[src/rtl/mem_access_unit.sv]
// Load/store unit between EX/MEM and data memory: validates the request, runs a
// three-state handshake with the memory and returns extended load data to MEM/WB.
module mem_access_unit #(
    parameter int MAX_WAIT = 15
) (
    input  logic        CLK,
    input  logic        RESET,
    input  logic        MEM_READ,
    input  logic        MEM_WRITE,
    input  logic [2:0]  FUNCT3,
    input  logic [31:0] ALU_OUTPUT,
    input  logic [31:0] DATA2,
    output logic        DMEM_READ,
    output logic        DMEM_WRITE,
    output logic [31:0] DMEM_ADDRESS,
    output logic [31:0] DMEM_WRITEDATA,
    output logic [3:0]  DMEM_BYTE_EN,
    input  logic [31:0] DMEM_READDATA,
    input  logic        DMEM_BUSY,
    output logic        STALL,
    output logic [31:0] LOAD_DATA,
    output logic        LOAD_VALID,
    output logic        ACCESS_FAULT
);

    typedef enum logic [1:0] {
        IDLE   = 2'd0,
        ACCESS = 2'd1,
        DONE   = 2'd2
    } state_t;

    localparam logic [7:0] WAIT_LIMIT = 8'(MAX_WAIT);

    state_t      state;
    state_t      next_state;

    logic [31:0] addr_q;
    logic [31:0] wdata_q;
    logic [31:0] load_data_q;
    logic [3:0]  byte_en_q;
    logic [2:0]  funct3_q;
    logic        is_write_q;
    logic [7:0]  wait_cnt;
    logic        timeout_q;
    logic        fault_q;

    logic        funct3_ok;
    logic        aligned;
    logic        accept;
    logic        reject;
    logic        wait_expired;
    logic [3:0]  st_byte_en;
    logic [31:0] st_wdata;
    logic [7:0]  ld_byte;
    logic [15:0] ld_half;
    logic [31:0] ld_value;

    // Request qualification: BU/HU exist only for loads, and exactly one direction may be set.
    always_comb begin
        funct3_ok = 1'b0;
        case (FUNCT3)
            3'b000, 3'b001, 3'b010: funct3_ok = 1'b1;
            3'b100, 3'b101:         funct3_ok = MEM_READ;
            default:                funct3_ok = 1'b0;
        endcase

        aligned = 1'b1;
        case (FUNCT3[1:0])
            2'b01:   aligned = ~ALU_OUTPUT[0];
            2'b10:   aligned = (ALU_OUTPUT[1:0] == 2'b00);
            default: aligned = 1'b1;
        endcase

        accept = (MEM_READ ^ MEM_WRITE) & funct3_ok & aligned;
        reject = (MEM_READ | MEM_WRITE) & ~accept;
    end

    always_comb begin
        st_byte_en = 4'b1111;
        st_wdata   = DATA2;
        case (FUNCT3[1:0])
            2'b00: begin
                st_byte_en = 4'b0001 << ALU_OUTPUT[1:0];
                st_wdata   = {4{DATA2[7:0]}};
            end
            2'b01: begin
                st_byte_en = 4'b0011 << {ALU_OUTPUT[1], 1'b0};
                st_wdata   = {2{DATA2[15:0]}};
            end
            default: begin
                st_byte_en = 4'b1111;
                st_wdata   = DATA2;
            end
        endcase
    end

    always_comb begin
        ld_byte = DMEM_READDATA[7:0];
        case (addr_q[1:0])
            2'b00: ld_byte = DMEM_READDATA[7:0];
            2'b01: ld_byte = DMEM_READDATA[15:8];
            2'b10: ld_byte = DMEM_READDATA[23:16];
            2'b11: ld_byte = DMEM_READDATA[31:24];
            default: ld_byte = DMEM_READDATA[7:0];
        endcase
        ld_half = addr_q[1] ? DMEM_READDATA[31:16] : DMEM_READDATA[15:0];

        ld_value = DMEM_READDATA;
        case (funct3_q)
            3'b000:  ld_value = {{24{ld_byte[7]}}, ld_byte};
            3'b001:  ld_value = {{16{ld_half[15]}}, ld_half};
            3'b100:  ld_value = {24'd0, ld_byte};
            3'b101:  ld_value = {16'd0, ld_half};
            default: ld_value = DMEM_READDATA;
        endcase
    end

    assign wait_expired = DMEM_BUSY && (wait_cnt == WAIT_LIMIT - 8'd1);

    always_ff @(posedge CLK or negedge RESET) begin
        if (!RESET) begin
            state <= IDLE;
        end else begin
            state <= next_state;
        end
    end

    always_comb begin
        next_state = state;
        case (state)
            IDLE:    if (accept) next_state = ACCESS;
            ACCESS:  if (!DMEM_BUSY || wait_expired) next_state = DONE;
            DONE:    next_state = IDLE;
            default: next_state = IDLE;
        endcase
    end

    always_ff @(posedge CLK or negedge RESET) begin
        if (!RESET) begin
            addr_q      <= 32'd0;
            wdata_q     <= 32'd0;
            load_data_q <= 32'd0;
            byte_en_q   <= 4'd0;
            funct3_q    <= 3'd0;
            is_write_q  <= 1'b0;
            wait_cnt    <= 8'd0;
            timeout_q   <= 1'b0;
            fault_q     <= 1'b0;
        end else begin
            fault_q <= (state == IDLE) && reject;
            case (state)
                IDLE: begin
                    if (accept) begin
                        addr_q     <= ALU_OUTPUT;
                        funct3_q   <= FUNCT3;
                        is_write_q <= MEM_WRITE;
                        byte_en_q  <= MEM_WRITE ? st_byte_en : 4'b1111;
                        wdata_q    <= MEM_WRITE ? st_wdata : 32'd0;
                        wait_cnt   <= 8'd0;
                        timeout_q  <= 1'b0;
                    end
                end
                ACCESS: begin
                    if (!DMEM_BUSY) begin
                        if (!is_write_q) begin
                            load_data_q <= ld_value;
                        end
                    end else begin
                        wait_cnt <= wait_cnt + 8'd1;
                        // A timed-out access leaves a defined zero on the load bus.
                        if (wait_expired) begin
                            timeout_q   <= 1'b1;
                            load_data_q <= 32'd0;
                        end
                    end
                end
                default: ;
            endcase
        end
    end

    // STALL is gated by RESET so a held request cannot stall the pipe while in reset.
    always_comb begin
        STALL          = 1'b0;
        DMEM_READ      = 1'b0;
        DMEM_WRITE     = 1'b0;
        DMEM_ADDRESS   = 32'd0;
        DMEM_WRITEDATA = 32'd0;
        DMEM_BYTE_EN   = 4'd0;
        LOAD_VALID     = 1'b0;
        ACCESS_FAULT   = fault_q;
        LOAD_DATA      = load_data_q;
        case (state)
            IDLE: begin
                STALL = accept & RESET;
            end
            ACCESS: begin
                STALL          = 1'b1;
                DMEM_READ      = ~is_write_q;
                DMEM_WRITE     = is_write_q;
                DMEM_ADDRESS   = {addr_q[31:2], 2'b00};
                DMEM_WRITEDATA = wdata_q;
                DMEM_BYTE_EN   = byte_en_q;
            end
            DONE: begin
                LOAD_VALID   = ~is_write_q & ~timeout_q;
                ACCESS_FAULT = fault_q | timeout_q;
            end
            default: ;
        endcase
    end

endmodule

[config.mk]
export PLATFORM = sky130hd
export DESIGN_NAME = mem_access_unit
export DESIGN_NICKNAME = d
export VERILOG_FILES = /design/src/rtl/mem_access_unit.sv
export SDC_FILE = /design/constraint.sdc
export NUM_CORES = 1
export LEC_CHECK = 0
export ABC_AREA = 1
export BUFFER_PORTS_ARGS = -buffer_cell sky130_fd_sc_hd__buf_2
export CAP_MARGIN = 20
export CORE_ASPECT_RATIO = 1.5
export CORE_UTILIZATION = 40
export DETAILED_ROUTE_END_ITERATION = 16
export PLACE_DENSITY = 0.66
export RECOVER_POWER = 100
export SETUP_SLACK_MARGIN = 0.15
export SLEW_MARGIN = 20
export SYNTH_ARGS = -nofsm -noshare
export SYNTH_HDL_FRONTEND = slang
export SYNTH_SLANG_ARGS = --single-unit
[constraint.sdc]
create_clock -name CLK -period 2 [get_ports CLK]
set_input_delay 0.3 -clock CLK [delete_from_list [all_inputs] [get_ports CLK]]
set_output_delay 0.3 -clock CLK [all_outputs]
set_load 0.01 [all_outputs]
After elaboration in Yosys (flattened, before gate mapping) --
Index checks and enable logic that the tools add are counted.
Operators by class: $add $sub $neg 1, equality and inequality tests 21, shift-type cells 2, multiplexer cells 30, bitwise logic cells 12, reduce and logical (&&, ||, !) cells 18
Operators by type and width (count):
- 32-bit 2-to-1 mux | 6
- 32-bit case mux with 4 select lines | 1
- 32-bit case mux with 2 select lines | 1
- 8-bit case mux with 4 select lines | 1
- 16-bit 2-to-1 mux | 1
- 8-bit 2-to-1 mux | 2
- 8-bit case mux with 2 select lines | 1
- 3-bit == test, second input constant | 4
- 2-bit != test, second input constant | 5
- 8-bit by 1-bit adder with 8-bit output, second input constant | 1
- 2-bit == test, second input constant | 4
- 8-bit by 4-bit == test with 1-bit output, second input constant | 1
- 2-bit zero test | 4
- 4-bit 2-to-1 mux | 2
- 1-bit case mux with 2 select lines | 4
- 4-bit case mux with 2 select lines | 1
- 1-bit 2-to-1 mux | 7
- 2-bit by 1-bit == test with 1-bit output, second input constant | 3
- 3-bit by 1-bit == test with 1-bit output, second input constant | 2
- 3-bit zero test | 2
- 3-bit AND reduction | 2
- 1-bit AND | 5
- 2-bit 2-to-1 mux | 2
- 1-bit NOT | 4
- 15 further kinds | 18
Word-level totals: bits in registers 116, input bits 104

Depth between registers and ports, before layout --
Gate-level depths: netlist (run 1).
depth in word-level cells 8, gate-level depth with buffers 12, gate-level depth less buffers 11

Worst setup path before layout (run 1) --
Ideal clock, no wire load.
kind input -> output, start point input FUNCT3[1], end point output STALL, data arrival time 1.359 ns, path slack 0.341 ns, stages 9, buffers on the path 1, path through inv_1 > ha_1 > buf_4 > inv_2 > nand2_4 > nor2_2 > nor2_4 > nand3_1 > o21ai_0
Between the ends: word-level cells in the longest chain between the ends 7, elaborated cells between the ends (all ways) 15, those cells by class 6 x eq/ne; 3 x mux; 3 x bitwise; 3 x reduce/logical
RTL lines:
- start: declaration | line 10 | input logic [2:0] FUNCT3,
- 3-bit by 1-bit == test with 1-bit output, or another cell as far along | line 61 | case (FUNCT3)
- 3-bit OR reduction / 2-bit OR reduction (equally long branches) | line 61
- 1-bit case mux with 2 select lines | line 61
- 1-bit AND | line 74 | accept = (MEM_READ ^ MEM_WRITE) & funct3_ok & aligned;
- 1-bit AND (*) | line 74
- 1-bit AND (*) | line 195 | STALL = accept & RESET;
- 1-bit case mux with 2 select lines (*) | line 193 | case (state)
- end: declaration | line 20 | output logic STALL,
Every way passes the cells marked *; elsewhere a longest branch is shown, timed or not.

Final worst setup path (run 1) --
start point register state[1], end point output DMEM_WRITEDATA[18]
Between the ends: word-level cells in the longest chain between the ends 2
RTL lines:
- start: declaration | line 34 | state_t state;
- start signal: assignment | line 124 | state <= next_state;
- 2-bit by 1-bit == test with 1-bit output | line 193
- 32-bit 2-to-1 mux | line 193
- end: declaration | line 16 | output logic [31:0] DMEM_WRITEDATA,
Every way passes these cells.

==> impl_metrics.env, run 1 <==
export IMPL_status="complete, no violations"
export IMPL_layout_worst_path_cycle_share_pct=93.7
export IMPL_n_fill_cell=1622
export IMPL_pre_cts_ws_ns=0.0751
export IMPL_core_um2=15200
export IMPL_crit_path_end_kind="primary output"
export IMPL_dpl_hpwl_mm=12.7
export IMPL_grt_setup_unrepaired="yes"
export IMPL_critPathRequiredTime_ns=1.70
export IMPL_grt_total_usage_pct=23.3
export IMPL_fmax_ghz=0.534
export IMPL_drt_iter0_drc=260
export IMPL_antenna_cells=0
export IMPL_wl_per_cell_um=13.8
export IMPL_dpl_cell_area_um2=7520
export IMPL_cp_top_family="buffers and inverters"
export IMPL_yosysUniqueCellTypes=29
export IMPL_yosysWarnings=0
export IMPL_place_congestion=0.851
export IMPL_setup_violations=0
export IMPL_cts_sinks=116
export IMPL_grt_pass1_vias=6189
export IMPL_htreeDepth=4
export IMPL_core_rowCount=55
export IMPL_cts_tree="yes"
export IMPL_ys_ff_latch=116
export IMPL_drt_wl_total_mm=18.4
export IMPL_startpoint_type="register"
export IMPL_nets=1230
export IMPL_slew_viol_final=0
export IMPL_critPathArrivalTime_ns=1.57
export IMPL_cp_cell_sequence="nor2_4, inv_6, buf_4, nor2_1, clkbuf_1"
export IMPL_synth_cell_area_um2=6260
export IMPL_max_slew_margin_pct=29.5
export IMPL_initial_utilization_pct=41.2
export IMPL_holdCritPathClass="input pin to register"
export IMPL_ir_drop_v=0.000513
export IMPL_setup_slack_ns=0.127
export IMPL_area_delta_synth_final_pct=30.1
export IMPL_dr_pass1_iters=5
export IMPL_die_y_um=155
export IMPL_fin_tns_setup_ns=0
export IMPL_antenna_found_initial=0
export IMPL_p_per_area_nw_per_um2=1210
export IMPL_worstPathMaxFanout=17
export IMPL_slowest_stage="dfrtp_2"
export IMPL_port_buffers=206
export IMPL_viasPerCell=4.70
export IMPL_fp_dieW_um=104
export IMPL_finish_instance_area_um2=8150
export IMPL_grt_max_degree=116
export IMPL_worst_clock_skew_ns=0.0111
export IMPL_clk_pin_slew_ns=0.06
export IMPL_synth_seq_area_share_pct=46.3
export IMPL_placedCellCount=1288
export IMPL_max_cap_viol_count=0
export IMPL_crit_buf_inv=3
export IMPL_clock_path_buffers=2
export IMPL_ios=209
export IMPL_period_minus_slack_ns=1.87
export IMPL_cts_root_buf="clkbuf_16"
export IMPL_clk_latency_ns=0.41
export IMPL_p_leak_nw=4.44
export IMPL_syn_avg_cell_area_um2=6.91
export IMPL_worstMarginPinSlew_ns=1.06
export IMPL_drive_gt1_share_pct=18.9
export IMPL_vias=6256
export IMPL_ant_nets=0
export IMPL_dieArea_um2=16200
export IMPL_grt_ovfl_total=0
export IMPL_cts_made_buffers=17
export IMPL_cp_slowest_stage_delay_ns=0.43
export IMPL_final_cells=1332
export IMPL_syn_inst=906
export IMPL_grt_pass1_wl_mm=29.6
export IMPL_critPathKind="register to primary output"
export IMPL_remaining_drc_errors=0
export IMPL_finalHoldViolations=0
final timing paths:
kind | from | slack (ns) | end | cells after the start
max | state[1] | 0.13 | DMEM_WRITEDATA[18] | 5
min | ALU_OUTPUT[19] | 0.1 | addr_q[19] | 3
max reg2reg | state[1] | 0.22 | LOAD_DATA[19] | 9
min reg2reg | LOAD_DATA[0] | 0.47 | LOAD_DATA[0] | 2
max in group asynchronous | RESET | 0.37 | state[1] | 3
min in group asynchronous | RESET | 0.27 | state[0] | 2
cell usage after synthesis (all sizes together):
cell type	n	share of area [%]
nand2	339	20
nor2	162	10
dfrtp	116	46
inv	109	6.5
o21ai	59	4.7
buf	33	3.1
nand3	30	2.7
a21oi	24	1.9
clkbuf	12	0.72
ha	6	1.2
o211ai	5	0.60
xor2	4	0.56
nand4	2	0.44
nor3	2	0.16
a31o	1	0.14
conb	1	0.060
o22ai	1	0.20
final cells by class:
type | count | area, µm² | area share (%)
multi-input cells | 637 | 2740 | 33.6
well taps | 199 | 249 | 3.06
clock buffers | 19 | 453 | 5.56
clock inverters | 13 | 170 | 2.09
inverters | 109 | 414 | 5.08
flip-flops and latches | 116 | 2900 | 35.6
repair buffers | 239 | 1220 | 15.0
stage by stage:
step	hold WS, ns	power, mW	util [%]
2_1_floorplan	0.00441	5.59	-
3_3_place_gp	0.110	6.65	49.4
3_5_place_dp	0.110	6.70	49.4
4_1_cts	0.0841	10.0	54.3
5_1_grt	0.0926	10.6	53.6
6_report	0.0962	9.86	53.6
report_power, final:
part           switching [mW]  internal (mW)
Combinational            1.96           1.06
Sequential              0.459           3.19
Clock                    1.15           2.04
Total                    3.57           6.29
registers in the layout, summed over array words and instances (netlist names):
name	flops
LOAD_DATA	32
addr_q	32
byte_en_q	4
fault_q	1
funct3_q	3
is_write_q	1
state	2
timeout_q	1
wait_cnt	8
wdata_q	32
worst register-to-register path, delay by kind of cell, from the launching register on:
family / cells / cell delay [ns]
AO/OA/AOI/OAI: 1 / 0.15
flip-flops: 1 / 0.43
buffers and inverters: 3 / 0.45
AND/OR/NAND/NOR: 5 / 0.70
cell families after synthesis:
| kind of cell | synth area share (%) |
|---|---|
| buffers and inverters | 10.4 |
| other | 0.0599 |
| DFF | 46.3 |
| AOI/OAI and AO/OA | 7.57 |
| adders and majority gates | 1.20 |
| xor gates and xnor gates | 0.559 |
| and+or+nand+nor | 33.9 |
per-layer routing:
metal | track usage (%) | vias to the layer above | wire length (µm)
met4 | 11.2 | 0 | 707
met2 | 42.4 | 200 | 9350
li1 | - | 3162 | -
met3 | 5.19 | 39 | 965
met1 | 25.5 | 2855 | 7370
met5 | 0 | - | 0
what timing repair did:
| action | CTS | global route |
|---|---|---|
| buffers inserted | 3 | 5 |
| hold buffers | 1 | 0 |
| resized for setup | 11 | 11 |
| cloned | 2 | 1 |
| pin swaps | 1 | 3 |
| setup endpoints to repair | 68 | 90 |
| endpoints found under the hold margin | 1 | 0 |
layout by cell type, fill, tap and decap left out, drive strengths merged:
cell type	count
clkinvlp	3
nand3	30
nand4	2
dlygate4sd3	1
conb	2
inv	113
nand2	339
nor2	162
a31o	1
ha	6
bufinv	3
clkinv	3
o21ai	59
buf	152
a21oi	24
o211ai	5
xor2	4
clkbuf	105
dfrtp	116
nor3	2
o22ai	1
No activity file was read; power rests on OpenSTA's default activity.
==> run 2, diff against run 1 <==
Settings changed: BUFFER_PORTS_ARGS -buffer_cell sky130_fd_sc_hd__buf_2 to -buffer_cell sky130_fd_sc_hd__clkbuf_2, REMOVE_ABC_BUFFERS from default to 1.
==> run 2 against run 1 <==
Net effect:
- the flow now finishes with violations (max-capacitance violations, max-slew violations)
- first-iteration DRC count grew 8.1%
- cell count stayed put
- core utilization increased by 0.12 points
- sequential share of layout area decreased by 0.082 points
- critical endpoint is now DMEM_ADDRESS[25]
==> impl_metrics.env, run 2 (same netlist as run 1, synthesis figures left out) <==
export IMPL_status="finished with violations"
export IMPL_violations="max-capacitance violations, max-slew violations"
export IMPL_busiest_layer="met2"
export IMPL_whs_ns=0.0955
export IMPL_vias=6157
export IMPL_use_met3_pct=5.24
export IMPL_grt_ovfl_total=0
export IMPL_layout_worst_path_cycle_share_pct=95.8
export IMPL_drt_wl_total_mm=17.7
export IMPL_holdCritPathClass="input pin to register"
export IMPL_grt_pass1_wl_mm=28.5
export IMPL_grt_total_usage_pct=22.2
export IMPL_port_buffers=206
export IMPL_period_minus_slack_ns=1.92
export IMPL_max_cap_viol_count=1
export IMPL_met2_usage_pct=40.5
export IMPL_worstPathMaxFanout=13
export IMPL_core_um2=15200
export IMPL_cts_made_buffers=17
export IMPL_die_y_um=155
export IMPL_regArea_um2=2900
export IMPL_min_path_cells=3
export IMPL_cts_sinks=116
export IMPL_fmax_ghz=0.522
export IMPL_grtUsageMet1_pct=24.7
export IMPL_htreeDepth=4
export IMPL_crit_path_end_kind="primary output"
export IMPL_hold_buffers=0
export IMPL_grt_setup_unrepaired="yes"
export IMPL_worst_clock_skew_ns=0.00807
export IMPL_startpoint_type="register"
export IMPL_final_common_cell="nand2_1"
export IMPL_place_congestion=0.858
export IMPL_hold_path_startpoint="ALU_OUTPUT[24]"
export IMPL_finalHoldViolations=0
export IMPL_p_leak_nw=4.39
export IMPL_ant_nets=0
export IMPL_fp_dieW_um=104
export IMPL_initial_utilization_pct=41.2
export IMPL_drive_gt1_share_pct=18.3
export IMPL_critPathArrivalTime_ns=1.62
export IMPL_n_fill_cell=1606
export IMPL_worstHoldEndpoint="addr_q[24]"
export IMPL_wl_per_cell_um=13.3
export IMPL_critPathRequiredTime_ns=1.70
export IMPL_placedCellCount=1290
export IMPL_dpl_hpwl_mm=12.4
export IMPL_clk_latency_ns=0.41
export IMPL_multi_input_area_um2=2750
export IMPL_clock_path_buffers=2
export IMPL_antenna_found_initial=0
export IMPL_critPathKind="register to primary output"
export IMPL_setup_slack_ns=0.0845
export IMPL_core_rowCount=55
export IMPL_r2r_start="state[0]"
export IMPL_slew_viol_final=117
export IMPL_area_delta_synth_final_pct=30.4
export IMPL_ir_drop_v=0.000556
export IMPL_grt_max_degree=117
export IMPL_nets=1231
export IMPL_clk_pin_slew_ns=0.06
export IMPL_dr_pass1_iters=4
export IMPL_dieArea_um2=16200
export IMPL_setup_violations=0
export IMPL_cts_root_buf="clkbuf_16"
export IMPL_final_cells=1332
export IMPL_cts_tree="yes"
export IMPL_pre_cts_ws_ns=0.0830
export IMPL_max_slew_margin_pct=-9.79
export IMPL_worstMarginPinSlew_ns=1.65
export IMPL_layout_common_cells="nand2_1 (337), nor2_1 (141), dfrtp_1 (115)"
export IMPL_grt_pass1_vias=5939
export IMPL_r2r_cells=7
export IMPL_p_per_area_nw_per_um2=1200
export IMPL_r2r_slack_ns=0.17
export IMPL_drt_iter0_drc=281
export IMPL_remaining_drc_errors=0
export IMPL_antenna_cells=0
export IMPL_viasPerCell=4.62
export IMPL_ios=209
export IMPL_r2r_end="wait_cnt[6]"
## run 2: cell count changes in the layout (fill, tap and decap cells not counted), sizes merged
cell | previous run | this run
clkbuf | 105 | 225
inv | 113 | 110
dlygate4sd3 | 1 | 0
clkinvlp | 3 | 6
buf | 152 | 33
## run 2: power by group
group          total, mW  internal (mW)  switching [mW]  leakage (nW)
Combinational       3.07           1.10            1.97          2.63
Clock               3.08           1.98            1.11         0.276
Sequential          3.63           3.19           0.441          1.49
Total               9.78           6.27            3.52          4.39
## run 2: area by class of cell
class / count / share of cell area, %
Sequential cell: 116 / 35.6
Multi-Input combinational cell: 637 / 33.6
Timing Repair Buffer: 240 / 15.3
Clock buffer: 18 / 5.38
Inverter: 109 / 5.10
Tap cell: 199 / 3.05
Clock inverter: 13 / 1.95
## run 2: worst max-delay path by stage
stage | from | end | slack [ns]
6_report | state[1] | DMEM_ADDRESS[25] | 0.08
3_5_place_dp | FUNCT3[1] | wait_cnt[6] | 0.08
2_1_floorplan | FUNCT3[1] | addr_q[11] | -0.61
4_1_cts | state[1] | DMEM_ADDRESS[28] | 0.12
3_3_place_gp | FUNCT3[1] | wait_cnt[6] | 0.15
5_1_grt | state[0] | wait_cnt[2] | 0.03
## run 2: stage by stage
stage / power, mW / cell area [µm²] / setup TNS (ns) / utilization [%]
2_1_floorplan: 5.46 / 6030 / -40.71 / -
3_3_place_gp: 6.69 / 7560 / 0 / 49.7
3_5_place_dp: 6.75 / 7560 / 0 / 49.7
4_1_cts: 9.93 / 8220 / 0 / 54.0
5_1_grt: 10.5 / 8170 / 0 / 53.7
6_report: 9.78 / 8170 / 0 / 53.7
## run 2: what timing repair did
| item | CTS | global route |
|---|---|---|
| setup buffers | 3 | 6 |
| pin swaps | 1 | 0 |
| gates cloned | 0 | 2 |
| resized for setup | 15 | 26 |
| endpoints found under the setup margin | 69 | 66 |
## run 2: worst max-delay path, stage by stage (launching register included)
cell,delay [ns]
dfrtp_2,0.44
nor2_4,0.17
inv_8,0.10
buf_4,0.21
nor2_2,0.12
clkbuf_1,0.16
## run 2: layer usage
metal | share of wire (%) | wire [µm]
met5 | 0 | 0
met4 | 2.1 | 368
met3 | 5.3 | 934
met2 | 53 | 9320
met1 | 40 | 7100
==> run 3, diff against run 2 <==
Settings changed: ABC_AREA 1 to default.
==> run 3 against run 2 <==
Net effect:
- clock power grew 7.5%
- first-iteration DRC count grew 7.8%
- the flow finishes with violations (max-capacitance violations, max-slew violations, negative setup slack)
- critical path depth grew 2
- non-clock buffer count grew 56
==> impl_metrics.env, run 3 <==
export IMPL_grt_pass1_vias=5578
export IMPL_setup_slack_ns=-0.0451
export IMPL_drive_gt1_share_pct=54.0
export IMPL_fp_dieW_um=103
export IMPL_critPathKind="register to primary output"
export IMPL_pre_cts_ws_ns=-0.168
export IMPL_fmax_ghz=0.489
export IMPL_synth_commonest_cells="dfrtp_1 (116), and2_1 (68), nor2_1 (57)"
export IMPL_r2r_slack_ns=0.01
export IMPL_worstMarginPinSlew_ns=1.59
export IMPL_clk_latency_ns=0.40
export IMPL_power_mw=11.0
export IMPL_crit_path_end_kind="primary output"
export IMPL_period_minus_slack_ns=2.05
export IMPL_port_buffers=206
export IMPL_worstSetupStartpoint="state[1]"
export IMPL_synth_area_top_cells="dfrtp_1 (48%), mux2_4 (9.9%), and2_1 (7.0%), a221o_1 (3.6%), nor2_1 (3.5%)"
export IMPL_htreeDepth=4
export IMPL_drt_iter0_drc=303
export IMPL_cts_sinks=116
export IMPL_grt_max_degree=117
export IMPL_layout_worst_path_cycle_share_pct=102
export IMPL_nets=917
export IMPL_grt_total_usage_pct=25.4
export IMPL_p_leak_nw=4.64
export IMPL_core_um2=14700
export IMPL_remaining_drc_errors=0
export IMPL_r2r_end="LOAD_DATA[0]"
export IMPL_synthArstFlopShare_pct=100
export IMPL_clk_pin_slew_ns=0.06
export IMPL_synth_edf_count=0
export IMPL_r2r_cells=8
export IMPL_holdCritPathClass="input pin to register"
export IMPL_syn_avg_cell_area_um2=11.4
export IMPL_grt_pass1_wl_mm=30.0
export IMPL_die_y_um=153
export IMPL_cts_root_buf="clkbuf_16"
export IMPL_synth_seq_area_share_pct=47.9
export IMPL_grt_setup_unrepaired="yes"
export IMPL_whs_ns=0.126
export IMPL_layout_common_cells="dfrtp_1 (114), clkbuf_2 (101), buf_6 (73)"
export IMPL_ir_drop_v=0.000524
export IMPL_ys_ff_latch=116
export IMPL_cts_made_buffers=17
export IMPL_syn_inst=530
export IMPL_dieArea_um2=15700
export IMPL_clock_path_buffers=2
export IMPL_viasPerCell=5.33
export IMPL_slew_viol_final=117
export IMPL_synth_top_cell_by_area="dfrtp_1"
export IMPL_yosysMostFrequentCell="dfrtp_1"
export IMPL_p_per_area_nw_per_um2=1140
export IMPL_final_common_cell="dfrtp_1"
export IMPL_worst_clock_skew_ns=0.00606
export IMPL_yosysTopAreaCellShare_pct=47.9
export IMPL_yosysWarnings=0
export IMPL_cp_endpoint="DMEM_WRITEDATA[31]"
export IMPL_fin_tns_setup_ns=-0.636
export IMPL_max_slew_margin_pct=-6.09
export IMPL_cts_tree="yes"
export IMPL_status="finished with violations"
export IMPL_grt_ovfl_total=0
export IMPL_critPathArrivalTime_ns=1.75
export IMPL_vias=5407
export IMPL_final_cells=1015
export IMPL_hold_buffers=0
export IMPL_finalHoldViolations=0
export IMPL_wl_per_cell_um=20.7
export IMPL_antenna_found_initial=0
export IMPL_violations="max-capacitance violations, max-slew violations, negative setup slack"
export IMPL_dpl_hpwl_mm=12.1
export IMPL_max_cap_viol_count=1
export IMPL_yosysUniqueCellTypes=55
export IMPL_startpoint_type="register"
export IMPL_antenna_cells=0
export IMPL_area_delta_synth_final_pct=59.3
export IMPL_worstPathMaxFanout=4
export IMPL_ant_nets=0
export IMPL_r2r_start="state[1]"
export IMPL_place_congestion=0.889
export IMPL_placedCellCount=933
export IMPL_synth_cell_area_um2=6060
export IMPL_setup_violations=34
export IMPL_critPathRequiredTime_ns=1.70
export IMPL_drt_wl_total_mm=21.0
export IMPL_dr_pass1_iters=4
export IMPL_ios=209
export IMPL_min_path_cells=2
export IMPL_core_rowCount=54
export IMPL_ys_flop_type="dfrtp_1"
export IMPL_initial_utilization_pct=41.4
[run 3: changes by cell type in the layout (fill, tap and decap cells not counted), moves of 46 or more]
cell and delta:
mux2_4 +46, and2_4 +67, nand2_1 -322, buf_6 +73, inv_1 -95, clkbuf_1 -62
nor2_1 -85
[run 3: through the flow]
step                utilization (%)  cell area, µm²
floorplan                         -            5810
global placement               51.0            7470
detailed placement             51.0            7470
CTS                            60.0            8800
global route                   65.9            9660
finish                         65.9            9660
[run 3: area by class of cell]
cell class / count / area, µm²
inverter: 10 / 42.5
tap: 196 / 245
clock buffer: 18 / 429
clock inverter: 13 / 209
timing repair buffer: 296 / 2640
multi-input combinational: 366 / 3190
fill: 1129 / 5000
sequential: 116 / 2910
[run 3: power by group]
group          internal [mW]  leakage [nW]  switching, mW
combinational           2.25          2.89           1.61
clock                   2.20         0.302           1.11
sequential              3.23          1.45          0.637
[run 3: logic make-up (layout without fill, tap and decap cells)]
group | after synthesis | count (layout) | synth area share [%]
compound gates | 106 | 106 | 13.8
simple gates | 175 | 175 | 15.8
other cells | 1 | 2 | 0.0618
fa+ha+maj | 6 | 6 | 1.24
flops | 116 | 116 | 47.9
xor+xnor | 6 | 6 | 0.867
mux | 71 | 71 | 15.5
buf+inv | 49 | 337 | 4.85
[run 3: per-layer routing]
layer  GRT usage [%]  up-vias  wire length (µm)
met1            28.4     2679              7630
met3            6.38       55              1480
met4            11.2        0               873
li1                -     2429                 -
met2            44.3      244             11100
met5               0        -                 0
[run 3: critical path, cell delays in order (launching register included)]
cell and delay (ns):
dfrtp_1 0.39, buf_6 0.13, nor2b_4 0.15, buf_6 0.16
buf_6 0.14, clkbuf_16 0.15, and2_4 0.14, buf_6 0.09
[run 3: worst min path at each step]
stage,from,end
floorplan,RESET,LOAD_DATA[0]
global placement,LOAD_DATA[14],LOAD_DATA[14]
detailed placement,LOAD_DATA[13],LOAD_DATA[13]
CTS,RESET,wdata_q[21]
global route,ALU_OUTPUT[24],addr_q[24]
finish,ALU_OUTPUT[17],addr_q[17]
[run 3: what timing repair did]
action / CTS / global route
cloned: 10 / 8
setup buffers: 15 / 18
setup endpoints to repair: 90 / 110
gates resized for setup: 71 / 204
pin swaps: 26 / 69
